## config.mk

```make
export PLATFORM = sky130hd
export DESIGN_NAME = clint_bus_arbiter
export DESIGN_NICKNAME = d
export VERILOG_FILES = /design/src/rtl/clint_bus_arbiter.sv
export SDC_FILE = /design/constraint.sdc
export NUM_CORES = 1
export LEC_CHECK = 0
export CORE_AREA = 2 2 219 221
export CTS_CLUSTER_DIAMETER = 120
export CTS_CLUSTER_SIZE = 14
export DETAILED_ROUTE_END_ITERATION = 6
export DIE_AREA = 0 0 221 223
export GPL_ROUTABILITY_DRIVEN = 0
export SYNTH_ARGS = -nofsm -noshare
export SYNTH_HDL_FRONTEND = slang
export SYNTH_SLANG_ARGS = --single-unit
```

## constraint.sdc

```tcl
create_clock -name clk_i -period 3.85 [get_ports clk_i]
set_input_delay 1.155 -clock clk_i [delete_from_list [all_inputs] [get_ports clk_i]]
set_output_delay 1.155 -clock clk_i [all_outputs]
set_load 0.02 [all_outputs]
```

## src/rtl/clint_bus_arbiter.sv

```systemverilog
// Round-robin arbiter sharing the single CLINT register port between NR_PORTS requesters.
// An owner may lock the port across accesses (64-bit timer halves); abandoned locks time out.
module clint_bus_arbiter #(
    parameter int NR_PORTS     = 4,
    parameter int ADDR_WIDTH   = 16,
    parameter int DATA_WIDTH   = 64,
    parameter int LOCK_TIMEOUT = 16
) (
    input  logic                                clk_i,
    input  logic                                rst_ni,
    input  logic [NR_PORTS-1:0]                 req_i,
    input  logic [NR_PORTS-1:0][ADDR_WIDTH-1:0] addr_i,
    input  logic [NR_PORTS-1:0]                 we_i,
    input  logic [NR_PORTS-1:0][DATA_WIDTH-1:0] wdata_i,
    input  logic [NR_PORTS-1:0]                 lock_i,
    output logic [NR_PORTS-1:0]                 gnt_o,
    output logic [NR_PORTS-1:0]                 rvalid_o,
    output logic [DATA_WIDTH-1:0]               rdata_o,
    output logic                                dev_req_o,
    output logic [ADDR_WIDTH-1:0]               dev_addr_o,
    output logic                                dev_we_o,
    output logic [DATA_WIDTH-1:0]               dev_wdata_o,
    input  logic                                dev_gnt_i,
    input  logic                                dev_rvalid_i,
    input  logic [DATA_WIDTH-1:0]               dev_rdata_i,
    output logic                                lock_timeout_o
);
    localparam int PTR_W = (NR_PORTS > 1) ? $clog2(NR_PORTS) : 1;
    localparam int CNT_W = (LOCK_TIMEOUT > 0) ? $clog2(LOCK_TIMEOUT + 1) : 1;
    localparam logic [CNT_W-1:0] CNT_MAX   = CNT_W'(LOCK_TIMEOUT);
    localparam logic [PTR_W-1:0] LAST_PORT = PTR_W'(NR_PORTS - 1);

    typedef enum logic [1:0] {IDLE, ISSUE, WAIT_RSP, LOCKED} state_t;

    state_t                state_reg, state_next;
    logic [PTR_W-1:0]      owner_reg, rr_reg, winner, grant_idx;
    logic                  win_found, grant_valid, rsp_hit, timeout_hit, owner_req;
    logic                  lock_reg;
    logic [CNT_W-1:0]      cnt_reg;
    logic [ADDR_WIDTH-1:0] addr_reg;
    logic                  we_reg;
    logic [DATA_WIDTH-1:0] wdata_reg;

    // Scan downward so the lowest offset from the pointer is the last (winning) hit.
    always_comb begin : rr_search
        int               idx;
        logic [PTR_W-1:0] idx_p;
        winner    = rr_reg;
        win_found = 1'b0;
        idx       = 0;
        idx_p     = '0;
        for (int i = NR_PORTS - 1; i >= 0; i--) begin
            idx = int'(rr_reg) + i;
            if (idx >= NR_PORTS) idx = idx - NR_PORTS;
            idx_p = PTR_W'(idx);
            if (req_i[idx_p]) begin
                winner    = idx_p;
                win_found = 1'b1;
            end
        end
    end

    assign owner_req   = req_i[owner_reg];
    assign timeout_hit = (LOCK_TIMEOUT != 0) && !owner_req && (cnt_reg == CNT_MAX);

    always_ff @(posedge clk_i or negedge rst_ni) begin
        if (!rst_ni) state_reg <= IDLE;
        else         state_reg <= state_next;
    end

    always_comb begin
        state_next = state_reg;
        unique case (state_reg)
            IDLE:     if (grant_valid) state_next = ISSUE;
            ISSUE:    if (dev_gnt_i) state_next = WAIT_RSP;
            WAIT_RSP: if (dev_rvalid_i) state_next = lock_reg ? LOCKED : IDLE;
            LOCKED: begin
                if (owner_req)        state_next = ISSUE;
                else if (timeout_hit) state_next = IDLE;
            end
            default:  state_next = IDLE;
        endcase
    end

    // Outputs are held low while reset is asserted, even if requests are present.
    always_comb begin
        grant_valid    = 1'b0;
        grant_idx      = winner;
        dev_req_o      = 1'b0;
        rsp_hit        = 1'b0;
        lock_timeout_o = 1'b0;
        if (rst_ni) begin
            unique case (state_reg)
                IDLE:     grant_valid = win_found;
                ISSUE:    dev_req_o = 1'b1;
                WAIT_RSP: rsp_hit = dev_rvalid_i;
                LOCKED: begin
                    grant_idx      = owner_reg;
                    grant_valid    = owner_req;
                    lock_timeout_o = timeout_hit;
                end
                default: ;
            endcase
        end
    end

    for (genvar gi = 0; gi < NR_PORTS; gi++) begin : g_port
        assign gnt_o[gi]    = grant_valid && (grant_idx == PTR_W'(gi));
        assign rvalid_o[gi] = rsp_hit && (owner_reg == PTR_W'(gi));
    end

    assign rdata_o     = rsp_hit ? dev_rdata_i : '0;
    assign dev_addr_o  = addr_reg;
    assign dev_we_o    = we_reg;
    assign dev_wdata_o = wdata_reg;

    always_ff @(posedge clk_i or negedge rst_ni) begin
        if (!rst_ni) begin
            owner_reg <= '0;
            rr_reg    <= '0;
            lock_reg  <= 1'b0;
            cnt_reg   <= '0;
            addr_reg  <= '0;
            we_reg    <= 1'b0;
            wdata_reg <= '0;
        end else begin
            if (grant_valid) begin
                owner_reg <= grant_idx;
                addr_reg  <= addr_i[grant_idx];
                we_reg    <= we_i[grant_idx];
                wdata_reg <= wdata_i[grant_idx];
                lock_reg  <= lock_i[grant_idx];
                // Locked re-grants leave the pointer alone so the lock does not skew fairness.
                if (state_reg == IDLE)
                    rr_reg <= (grant_idx == LAST_PORT) ? '0 : grant_idx + 1'b1;
            end else if (state_reg == LOCKED && timeout_hit) begin
                lock_reg <= 1'b0;
            end
            if (state_reg == WAIT_RSP)
                cnt_reg <= '0;
            else if (state_reg == LOCKED && !owner_req && LOCK_TIMEOUT != 0)
                cnt_reg <= cnt_reg + 1'b1;
        end
    end
endmodule

```

==> results.cfg <==
[yosys]
synthTopCellsByArea = dfrtp_1 (34%), mux2i_1 (24%), a221oi_2 (18%)
synth_edf_count = 0
yosys_warnings = 0
yosysMostFrequentCell = mux2i_1
synth.largest_area_cell = dfrtp_1
synthArstFlopShare_pct = 100
yosysSeqAreaShare_pct = 34.1
synth.ff_latch_count = 93
synth_top_area_share_pct = 34.1
synth_nets = 1040
syn_avg_cell_area_um2 = 10.9
synth_common_cells = mux2i_1 (165), nor2_1 (94), dfrtp_1 (93)
syn_inst = 629
dominantRegCellSynth = dfrtp_1
yosys.cell_types.count = 40
synth_area_um2 = 6830

[detailed_routing]
dr.first_iter.drc_count = 218
drt_wl_total_mm = 31.6
via_per_inst = 3.97
ant_nets = 0
drc = 0
first_pass_iters = 4
wire_per_inst_um = 17.5
vias = 7147

[min_path]
hold_path_class = register to register
hold_depth = 2
hold_end = cnt_reg[4]
holdCritStartpoint = cnt_reg[4]

[sta]
tightest_slew_ps = 1110
max_slew_margin_pct = 25.8
fmax_ghz = 0.261
fin_setup_tns_ps = 0
finalClockSkew_ps = 7.31
hold_violations = 0
finalSetupViolCount = 0
timing.final.crit_share_pct = 99.4
maxSlewViolCount = 0
period_needed_ps = 3830

[clocking]
cts_buffers = 9
cts-root-buf = clkbuf_16
clock_sinks = 93
cts_htree_levels = 3
tritoncts = yes
hold_buffers = 0
clk_path_buf_depth = 2
clk_latency_ps = 360
clk_pin_slew_ps = 70

[finish]
final_area_um2 = 13600
drive_gt1_share_pct = 16.6
syn2layout_area_growth_pct = 99.1
largest_reg_flops = 64
final_nets = 1592
stdcell_count = 1802

[global_routing]
met1_usage_pct = 14.2
grt_max_degree = 91
grt_pass1_wl_mm = 46.8
met3_usage_pct = 4.06
grt_usage_pct = 12.5
top_usage_layer = met2
use_met2_pct = 22.3
grt_pass1_vias = 7507
grt_overflow = 0
antenna_found_initial = 2

[placement]
placed_area_um2 = 13200
numPortBuffers = 554
dp_hpwl_mm = 24.7
place_inst = 1777

[setup_path]
r2r_slack_ps = 560
rr_startpoint = state_reg[0]
path_common_cell = buf_4
crit_arrival_ps = 2670
path_class = primary input to output port
worst_setup_path_start_kind = primary input
path_depth = 11
slowest_delay_ps = 230
crit_required_ps = 2690
worstPathCellList = buf_6, buf_6, buf_4, o21ai_2, o311a_1, nor2_2, buf_4, buf_4, ha_1, and2_1, buf_4
end_kind = output port
path_max_fanout = 6
cp_slowest_cell = o311a_1
r2r_end = dev_wdata_o[56]
cp_top_family = buffers and inverters
crit_buf_inv = 6
rr_worst_depth = 10

[pwr]
power_frac_seq_pct = 21.8
p_switching_uw = 3540
p_int_uw = 4630
finalPower_uw = 8170
clkPwrFrac_pct = 10.8
power_frac_comb_pct = 67.4
power_leakage_uw = 0.00592
peakVddDrop_mv = 0.585
power_switching_share_pct = 43.4
p_per_area_nw_per_um2 = 601

[floorplan]
die_h_um = 223
dieArea_um2 = 49300
start_util_pct = 14.5
pin_count = 555
die_w_um = 221
row_count = 80
core_um2 = 47100

[outcome]
status = completed

[job]
max_cap_viol_count = 0
==> power groups by stage <==
stage / Combinational (uW) / Clock, uW / Sequential [uW]
final: 5510 / 881 / 1780
after global routing: 5920 / 978 / 1850
after CTS: 5580 / 952 / 1790
after detailed placement: 5540 / 0 / 1790
after global placement: 5470 / 0 / 1780
after floorplan: 2820 / 0 / 2250
==> worst reg2reg max path, stage by stage, from the launching register on <==
cell and delay, ps:
dfrtp_1 420, inv_1 110, ha_1 300, nor2b_1 210, and3_4 220, a31o_4 120, buf_6 100, buf_4 830
o21a_4 470, buf_12 280, a221oi_2 110
==> metal layers <==
layer  vias up  routed length, um
met2       319              16200
met5         -                 16
li1       3424                  -
met3        26               2450
met4         2                447
met1      3376              12500
==> cell type report <==
cell class / instances / area [um^2]
clock inverters: 5 / 35.0
inverters: 9 / 41.3
well taps: 615 / 769
fillers: 4943 / 33600
repair buffers: 595 / 5960
diodes: 1 / 2.50
flip-flops and latches: 93 / 2330
clock buffers: 11 / 243
multi-input cells: 473 / 4210
==> worst max path at each step <==
| stage | from | to | slack (ps) |
|---|---|---|---|
| global route | req_i[3] | gnt_o[2] | -20 |
| detailed placement | req_i[3] | gnt_o[2] | -660 |
| finish | req_i[3] | gnt_o[2] | 20 |
| global placement | req_i[3] | gnt_o[2] | -640 |
| CTS | dev_rvalid_i | rdata_o[48] | -20 |
| floorplan | req_i[1] | gnt_o[1] | -10 |
==> cells by family (layout without fill, tap and decap cells) <==
family | Yosys count | after routing | share of synthesized area (%)
multiplexers | 168 | 168 | 24.9
XOR/XNOR | 4 | 4 | 0.513
adder cells (fa/ha/maj) | 11 | 11 | 2.02
other | 0 | 1 | 0
AO/OA/AOI/OAI | 103 | 103 | 20.0
buffers and inverters | 63 | 620 | 4.95
AND/OR/NAND/NOR | 187 | 187 | 13.6
flip-flops | 93 | 93 | 34.1
==> placed cells by master (no fill, tap or decap), types with 2 or more instances in the layout <==
cell	netlist	final
clkbuf_16	0	9
clkdlybuf4s15_2	0	29
dfrtp_1	93	93
nor2b_2	0	2
a31oi_1	2	2
mux2_2	2	2
nor2b_1	4	2
nand4_1	2	2
xor2_1	3	3
nor2_1	94	92
and2_1	69	66
a21oi_1	5	5
o21bai_1	2	2
nor3_1	3	3
buf_6	9	6
clkinv_2	0	2
clkdlybuf4s50_1	0	476
and3_1	4	3
ha_1	11	11
and2_4	0	3
a221oi_2	80	80
buf_12	0	9
clkbuf_2	0	3
buf_4	0	34
dlygate4sd2_1	0	34
nand2_1	5	5
mux2i_1	165	165
inv_1	8	8
a221oi_1	2	2
buf_2	27	2
and3_4	1	2
==> repair_timing <==
action,in CTS,in global routing
endpoints found under the setup margin,71,37
gates resized for setup,165,14
setup buffers,5,2
pin swaps,4,2
cloned,1,0
==> per-stage QoR <==
step | hold slack [ps] | utilization (%) | setup slack, ps
floorplan | 497 | - | -13.7
global placement | 521 | 28.0 | -640
detailed placement | 542 | 28.0 | -665
CTS | 555 | 28.8 | -19.2
global route | 595 | 28.8 | -16.6
finish | 549 | 28.8 | 24.1
Note: power is estimated with default switching activity, not from simulation.
